==> config.mk <==
export PLATFORM = sky130hd
export DESIGN_NAME = ball_locator
export DESIGN_NICKNAME = d
export VERILOG_FILES = /design/src/rtl/ball_locator.sv
export SDC_FILE = /design/constraint.sdc
export NUM_CORES = 1
export LEC_CHECK = 0
export ABC_CLOCK_PERIOD_IN_PS = 2300
export CORE_MARGIN = 2
export CORE_UTILIZATION = 53
export CTS_CLUSTER_DIAMETER = 40
export CTS_CLUSTER_SIZE = 40
export DETAILED_ROUTE_END_ITERATION = 16
export GPL_ROUTABILITY_DRIVEN = 0
export PLACE_DENSITY = 0.76
export RECOVER_POWER = 25
export SETUP_SLACK_MARGIN = 0.1
export SLEW_MARGIN = 20
export SYNTH_ARGS = -nofsm -noshare
export SYNTH_HDL_FRONTEND = slang
export SYNTH_SLANG_ARGS = --single-unit
==> constraint.sdc <==
create_clock -name clk_50M -period 2.3 [get_ports clk_50M]
set_input_delay 0.69 -clock clk_50M [delete_from_list [all_inputs] [get_ports clk_50M]]
set_output_delay 0.69 -clock clk_50M [all_outputs]
set_load 0.005 [all_outputs]
==> src/rtl/ball_locator.sv <==
// ball_locator: bounding box of ball pixels per frame -> centre x/y, per-axis lost flags, last good coordinates.
// Latency: outputs and frame_done update 2 clk_50M cycles after the vsync_in rising edge, then hold for the frame.
// Backpressure: none, free-running pixel stream. BALL_LOC_LOST_DEBOUNCE_EN adds per-axis lost-flag debounce.
module ball_locator #(
    parameter int H_ACTIVE    = 640,
    parameter int V_ACTIVE    = 480,
    parameter int MIN_PIXELS  = 16,
    parameter int MAX_SPAN    = 128,
    parameter int LOST_FRAMES = 3
) (
    input  logic        clk_50M,
    input  logic        reset,
    input  logic        vsync_in,
    input  logic        href_in,
    input  logic        pix_valid,
    input  logic        pix_hit,
    output logic [11:0] x,
    output logic [10:0] y,
    output logic        lost_x,
    output logic        lost_y,
    output logic [10:0] lost_coordinate_x,
    output logic [10:0] lost_coordinate_y,
    output logic        frame_done
);
    typedef enum logic [1:0] {SYNC, ACC, CALC} state_t;

    localparam logic [11:0] H_LIM   = 12'(H_ACTIVE);
    localparam logic [10:0] V_LIM   = 11'(V_ACTIVE);
    localparam logic [19:0] MIN_CNT = 20'(MIN_PIXELS);
    localparam logic [11:0] SPAN_X  = 12'(MAX_SPAN);
    localparam logic [10:0] SPAN_Y  = 11'(MAX_SPAN);
    localparam logic [11:0] X_RST   = 12'(H_ACTIVE / 2);
    localparam logic [10:0] Y_RST   = 11'(V_ACTIVE / 2);
    localparam logic [10:0] LCX_RST = 11'(H_ACTIVE / 2);

    state_t      state, state_nxt;
    logic        vs_d, hr_d;
    logic        vs_rise, hr_fall;
    logic        hit_ok, acc_en, calc_en, clr_frame;
    logic [11:0] col;
    logic [10:0] row;
    logic [11:0] min_x, max_x;
    logic [10:0] min_y, max_y;
    logic [19:0] hit_cnt;

    logic [12:0] sum_x;
    logic [11:0] sum_y;
    logic [11:0] cx, span_x;
    logic [10:0] cy, span_y;
    logic        valid, bad_x, bad_y;

    assign vs_rise = vsync_in & ~vs_d;
    assign hr_fall = ~href_in & hr_d;
    assign hit_ok  = pix_valid & pix_hit & href_in & (col < H_LIM) & (row < V_LIM);

    always_ff @(posedge clk_50M) begin
        if (reset) begin
            vs_d  <= 1'b0;
            hr_d  <= 1'b0;
            state <= SYNC;
        end else begin
            vs_d  <= vsync_in;
            hr_d  <= href_in;
            state <= state_nxt;
        end
    end

    // SYNC exit clears like a frame end so the partial frame after reset never reaches CALC.
    always_comb begin
        state_nxt = state;
        acc_en    = 1'b0;
        calc_en   = 1'b0;
        clr_frame = 1'b0;
        case (state)
            SYNC: begin
                if (vs_rise) begin
                    state_nxt = ACC;
                    clr_frame = 1'b1;
                end
            end
            ACC: begin
                acc_en = hit_ok;
                if (vs_rise) state_nxt = CALC;
            end
            CALC: begin
                calc_en   = 1'b1;
                clr_frame = 1'b1;
                state_nxt = ACC;
            end
            default: state_nxt = SYNC;
        endcase
    end

    always_ff @(posedge clk_50M) begin
        if (reset) begin
            col <= '0;
            row <= '0;
        end else begin
            if (hr_fall)
                col <= '0;
            else if (href_in && pix_valid && col != '1)
                col <= col + 12'd1;

            if (clr_frame)
                row <= '0;
            else if (hr_fall && row != '1)
                row <= row + 11'd1;
        end
    end

    always_ff @(posedge clk_50M) begin
        if (reset || clr_frame) begin
            min_x   <= '1;
            max_x   <= '0;
            min_y   <= '1;
            max_y   <= '0;
            hit_cnt <= '0;
        end else if (acc_en) begin
            if (col < min_x) min_x <= col;
            if (col > max_x) max_x <= col;
            if (row < min_y) min_y <= row;
            if (row > max_y) max_y <= row;
            if (hit_cnt != '1) hit_cnt <= hit_cnt + 20'd1;
        end
    end

    // Sums are one bit wider than the bounds so the centre cannot wrap.
    assign sum_x  = {1'b0, min_x} + {1'b0, max_x};
    assign sum_y  = {1'b0, min_y} + {1'b0, max_y};
    assign cx     = 12'(sum_x >> 1);
    assign cy     = 11'(sum_y >> 1);
    assign span_x = max_x - min_x;
    assign span_y = max_y - min_y;
    assign valid  = (hit_cnt >= MIN_CNT);
    assign bad_x  = ~valid | (span_x > SPAN_X);
    assign bad_y  = ~valid | (span_y > SPAN_Y);

    always_ff @(posedge clk_50M) begin
        if (reset) begin
            x                 <= X_RST;
            y                 <= Y_RST;
            lost_coordinate_x <= LCX_RST;
            lost_coordinate_y <= Y_RST;
            frame_done        <= 1'b0;
        end else begin
            frame_done <= calc_en;
            if (calc_en && !bad_x) begin
                x                 <= cx;
                lost_coordinate_x <= cx[10:0];
            end
            if (calc_en && !bad_y) begin
                y                 <= cy;
                lost_coordinate_y <= cy;
            end
        end
    end

`ifdef BALL_LOC_LOST_DEBOUNCE_EN
    localparam int MW = $clog2(LOST_FRAMES + 1);
    localparam logic [MW-1:0] MISS_MAX = MW'(LOST_FRAMES);

    logic [MW-1:0] miss_x, miss_y;

    // Counters start saturated so both axes report lost until a good frame arrives.
    always_ff @(posedge clk_50M) begin
        if (reset) begin
            miss_x <= MISS_MAX;
            miss_y <= MISS_MAX;
        end else if (calc_en) begin
            if (!bad_x)
                miss_x <= '0;
            else if (miss_x != MISS_MAX)
                miss_x <= miss_x + MW'(1);
            if (!bad_y)
                miss_y <= '0;
            else if (miss_y != MISS_MAX)
                miss_y <= miss_y + MW'(1);
        end
    end

    assign lost_x = (miss_x == MISS_MAX);
    assign lost_y = (miss_y == MISS_MAX);
`else
    logic lost_x_q, lost_y_q;

    always_ff @(posedge clk_50M) begin
        if (reset) begin
            lost_x_q <= 1'b1;
            lost_y_q <= 1'b1;
        end else if (calc_en) begin
            lost_x_q <= bad_x;
            lost_y_q <= bad_y;
        end
    end

    assign lost_x = lost_x_q;
    assign lost_y = lost_y_q;
`endif

endmodule

# Yosys cells after proc, flatten, opt, wreduce, memory -nomap -nowiden
# Index checks and enable logic that the tools add are counted.
[classes]
n_addsub = 7
magnitude_cmp = 9
n_eq_ne = 7
n_mux = 7
bitwise = 11
n_reduce_logical = 17
[op_table]
columns = ["op", "count"]
rows = [
  ["20-bit by 1-bit adder with 20-bit output, second input constant", 1],
  ["20-bit by 5-bit greater-or-equal comparator with 1-bit output, second input constant", 1],
  ["20-bit != test, second input constant", 1],
  ["12-bit by 12-bit adder with 13-bit output", 1],
  ["11-bit by 11-bit adder with 12-bit output", 1],
  ["12-bit by 1-bit adder with 12-bit output, second input constant", 1],
  ["12-bit greater-than comparator", 1],
  ["12-bit by 8-bit greater-than comparator with 1-bit output, second input constant", 1],
  ["12-bit by 10-bit less-than comparator with 1-bit output, second input constant", 1],
  ["12-bit less-than comparator", 1],
  ["12-bit != test, second input constant", 1],
  ["2-bit AND reduction", 6],
  ["12-bit subtractor", 1],
  ["11-bit by 1-bit adder with 11-bit output, second input constant", 1],
  ["11-bit greater-than comparator", 1],
  ["11-bit by 8-bit greater-than comparator with 1-bit output, second input constant", 1],
  ["11-bit less-than comparator", 1],
  ["11-bit by 9-bit less-than comparator with 1-bit output, second input constant", 1],
  ["11-bit != test, second input constant", 1],
  ["11-bit subtractor", 1],
  ["1-bit bitwise AND", 6],
  ["2-bit case mux with 3 select lines", 1],
  ["1-bit logical AND", 5],
  ["2-bit two-way mux", 2],
  ["other kinds (11)", 19],
]
[totals]
ff_bits = 130
input_bits = 6
output_inout_bits = 48
elab_cells = 74

# Depth between registers and ports, before layout
[depth]
depth_word = 6
depth_mapped = 11
mapped_depth_nobuf = 10

# Least setup slack after synthesis
# No wires, ideal clock.
[synth_timing]
path_kind = "flip-flop to flip-flop"
from = "register max_y[0]"
to = "register lost_coordinate_y[9]"
setup_ps = 72
t_arrival_ps = 2468
t_required_ps = 2228
slack_ps = -239
stages_incl_launch_ff = 11
path_buffers = 0
synth_period_minus_slack_ps = 2539
path_cell_list = "dfxtp_1 inv_1 ha_1 fa_1 nor2b_1 o31a_1 o211ai_1 a221o_1 a211o_1 nor2_4 mux2i_1"
[synth_via]
elab_chain_cells = 5
elab_cells_between_ends = 6
classes_between = "2 x add/sub; 1 x order compare; 1 x bitwise; 2 x reduce/logical"
[synth_rtl]
columns = ["element", "line", "text"]
rows = [
  ["start, declared", "43", "logic [10:0] min_y, max_y;"],
  ["start signal, assigned", "122", "if (row > max_y) max_y <= row;"],
  ["11-bit subtractor", "133", "assign span_y = max_y - min_y;"],
  ["11-bit by 8-bit greater-than comparator with 1-bit output", "136", "assign bad_y = ~valid | (span_y > SPAN_Y);"],
  ["1-bit bitwise OR", "136", ""],
  ["1-bit zero test", "151", "if (calc_en && !bad_y) begin"],
  ["1-bit logical AND", "151", ""],
  ["end signal, assigned", "153", "lost_coordinate_y <= cy;"],
  ["end, declared", "22", "output logic [10:0] lost_coordinate_y,"],
]
# Parallel ways exist; a longest one is shown, timed or not.
# A chain may end at the register's enable or synchronous reset.

# Worst setup path in the final report
[layout_timing]
from = "register max_y[0]"
to = "register lost_coordinate_y[7]"
# Same word-level chain as after synthesis.

==> flow_summary.json <==
{
  "synth-seq-cells": 119,
  "violations": "negative setup slack",
  "synthesis.nets": 1063,
  "rr_endpoint": "lost_coordinate_y[7]",
  "row_count": 45,
  "grt_max_degree": 31,
  "crit_arrival_ns": 2.95,
  "crit_family": "compound AO/OA/AOI/OAI gates",
  "root_buffer": "clkbuf_16",
  "start_util": 0.5372,
  "synthDistinctLibCells": 78,
  "avgSynthCellArea_um2": 8.404,
  "whs_endpoint": "state[1]",
  "worst-path-buf-inv": 2,
  "fin_crit_sh": 1.144,
  "ctsHoldBuffers": 0,
  "tritoncts": "yes",
  "fin_worst_hold_slack_ns": 0.4318,
  "leakage_nw": 4.748,
  "power_density_nw_per_um2": 495.6,
  "worstReg2RegStart": "max_y[0]",
  "min_path_cells": 1,
  "critPathKind": "flip-flop to flip-flop",
  "drtIter0Drc": 708,
  "final_antenna_net_count": 0,
  "netlist_instances": 961,
  "die_y_um": 127.4,
  "grtUsageTotal": 0.2492,
  "die-area_um2": 16240,
  "ys_warn_count": 0,
  "dp_hpwl_um": 14120,
  "r2r_setup_slack_ns": -0.33,
  "syn_to_final_growth_pct": 37.55,
  "peakVddDrop_mv": 0.5943,
  "wirelength_um": 21920,
  "maxCapViolCount": 0,
  "setup_slack_ns": -0.3320,
  "min_period_ns": 2.632,
  "crit_cells": 11,
  "synth_edf_count": 0,
  "outcome": "finished, violations left",
  "synth_ff_type": "dfxtp_1",
  "yosysTopAreaCell": "dfxtp_1",
  "worstSkewPairLatency_ns": 0.43,
  "grt_antenna_before_repair": 0,
  "post-place-cells": 1272,
  "max_stage_delay_ns": 0.39,
  "io_pins": 54,
  "fmax_ghz": 0.3799,
  "tightest_slew_ns": 1.002,
  "core_area_um2": 15030,
  "synthTopCellsByArea": "dfxtp_1 (29%), ha_1 (14%), nor2_1 (5.5%)",
  "rsz0062_at_grt": "true",
  "yosysSeqAreaShare": 0.2950,
  "slew_headroom": 0.3317,
  "diodes": 0,
  "critPathMaxFanout": 5,
  "grt_pass1_vias": 6997,
  "vias_per_cell": 5.784,
  "setup_viol": 25,
  "nNetsFinal": 1236,
  "grt-ovfl-total": 0,
  "critPathCaptureType": "flip-flop",
  "netlist_area_um2": 8076,
  "slowest_stage": "a211o_4",
  "hold_violations": 0,
  "hold_path_class": "flip-flop to flip-flop",
  "r2r_cells": 11,
  "clk_pin_slew_worst_paths_ns": 0.06,
  "min_from": "vs_d",
  "fillCellCount": 955,
  "drive_gt1_frac": 0.2825,
  "die_x_um": 127.4,
  "cp.required_ns": 2.62,
  "final-instance-count-excl-fill": 1335,
  "slew_violations": 0,
  "drt_pass1_iterations": 7,
  "yosysTopAreaCellShare": 0.2950,
  "cts_made_buffers": 17,
  "skew_ns": 0.006913,
  "htreeDepth": 4,
  "port_buffers": 53,
  "synth_common_cells": "dfxtp_1 (119), nor2_1 (119), ha_1 (92)",
  "cts_max_path_buffers": 2,
  "critPathLaunchType": "flip-flop",
  "cts.sinks": 119,
  "post_drt_wl_per_cell_um": 16.42,
  "drc": 0,
  "preCtsSetupSlack_ns": -0.7066,
  "crit_chain": "inv_2, ha_4, fa_2, nor2b_2, o31a_1, o211ai_1, a221o_1, a211o_4, buf_4, nor3_2, o21ai_1",
  "vias": 7722,
  "grt_pass1_wl_um": 33010,
  "synthArstFlopShare": 0
}
## worst max-delay path by stage
stage	from	slack (ns)	to
after global routing	max_y[0]	-0.42	lost_coordinate_y[9]
after detailed placement	href_in	-0.71	min_x[9]
after CTS	max_y[0]	-0.27	lost_coordinate_y[9]
after floorplan	max_y[0]	-0.21	lost_coordinate_y[9]
after global placement	href_in	-0.64	min_x[6]
final	max_y[0]	-0.33	lost_coordinate_y[7]
## placed cells by master (no fill, tap or decap), types with 8 or more instances in the layout
cell type / instances
a21oi_2: 13
o211ai_1: 11
a21o_1: 10
nand3_1: 19
xnor2_1: 25
mux2i_1: 27
a21oi_1: 53
nand2_1: 32
nand4_1: 18
or3_1: 9
clkbuf_16: 19
buf_4: 127
nor2_1: 112
dfxtp_2: 21
buf_6: 16
inv_2: 9
ha_1: 82
nand2b_1: 15
nor2b_1: 11
dlygate4sd3_1: 15
o21ai_0: 35
clkdlybuf4s50_1: 35
dfxtp_1: 95
xor2_1: 26
a211o_1: 20
o21a_1: 11
inv_1: 67
nor3_1: 9
ha_4: 8
## cell type report
type	count	area, um2	share of cell area
Sequential cell	119	2420	0.2178
Timing Repair Buffer	208	1859	0.1674
Multi-Input combinational cell	711	5625	0.5064
Inverter	77	291.5	0.02624
Clock inverter	13	225.2	0.02027
Clock buffer	19	452.9	0.04077
Tap cell	188	235.2	0.02117
## per-layer routing
metal  part of all wire  global-route usage  up-vias  wire length (um)
met2               0.49              0.4058      259             10640
li1                   -                   -     3745                 -
met4              0.025             0.08662        0               539
met3              0.053             0.04732       60              1151
met5                  0                   0        -                 0
met1               0.44              0.3320     3658              9584
## metrics by stage
step	utilization	TNS, ns	power (mW)	cell area [um2]
floorplan	-	-1.951	2.308	8203
global placement	0.6417	-41.60	2.433	9647
detailed placement	0.6417	-45.60	2.439	9647
CTS	0.7067	-3.456	5.499	10620
global route	0.7390	-7.526	5.636	11110
finish	0.7390	-5.390	5.505	11110
## state kept, by name, summed over array words and instances (netlist names)
signal and cells:
frame_done 1, max_y 11, hit_cnt 20, x 12, max_x 12, hr_d 1
lost_coordinate_y 11, row 11, min_y 11, min_x 12, state 2, vs_d 1
lost_x 1, lost_y 1, col 12
## timing repair
action,CTS,global route
gates cloned,4,2
buffers inserted,9,17
setup endpoints to repair,92,70
gates resized for setup,73,86
pin swaps,39,45
hold endpoints to repair,0,0
## logic make-up after synthesis
kind of cell             after synthesis  synth area share
XOR/XNOR                              51           0.05531
adder cells (fa/ha/maj)               96            0.1524
multiplexers                          30           0.03749
AO/OA/AOI/OAI                        235            0.1957
AND/OR/NAND/NOR                      299            0.1878
flip-flops                           119            0.2950
buffers and inverters                131           0.07637
## power by group
part / internal [mW] / leakage, nW / switching, mW
Clock: 2.08 / 0.321 / 0.992
Sequential: 2.08 / 0.965 / 0.0142
Combinational: 0.151 / 3.46 / 0.194
Total: 4.31 / 4.75 / 1.20
(Power assumes the default switching activity.)
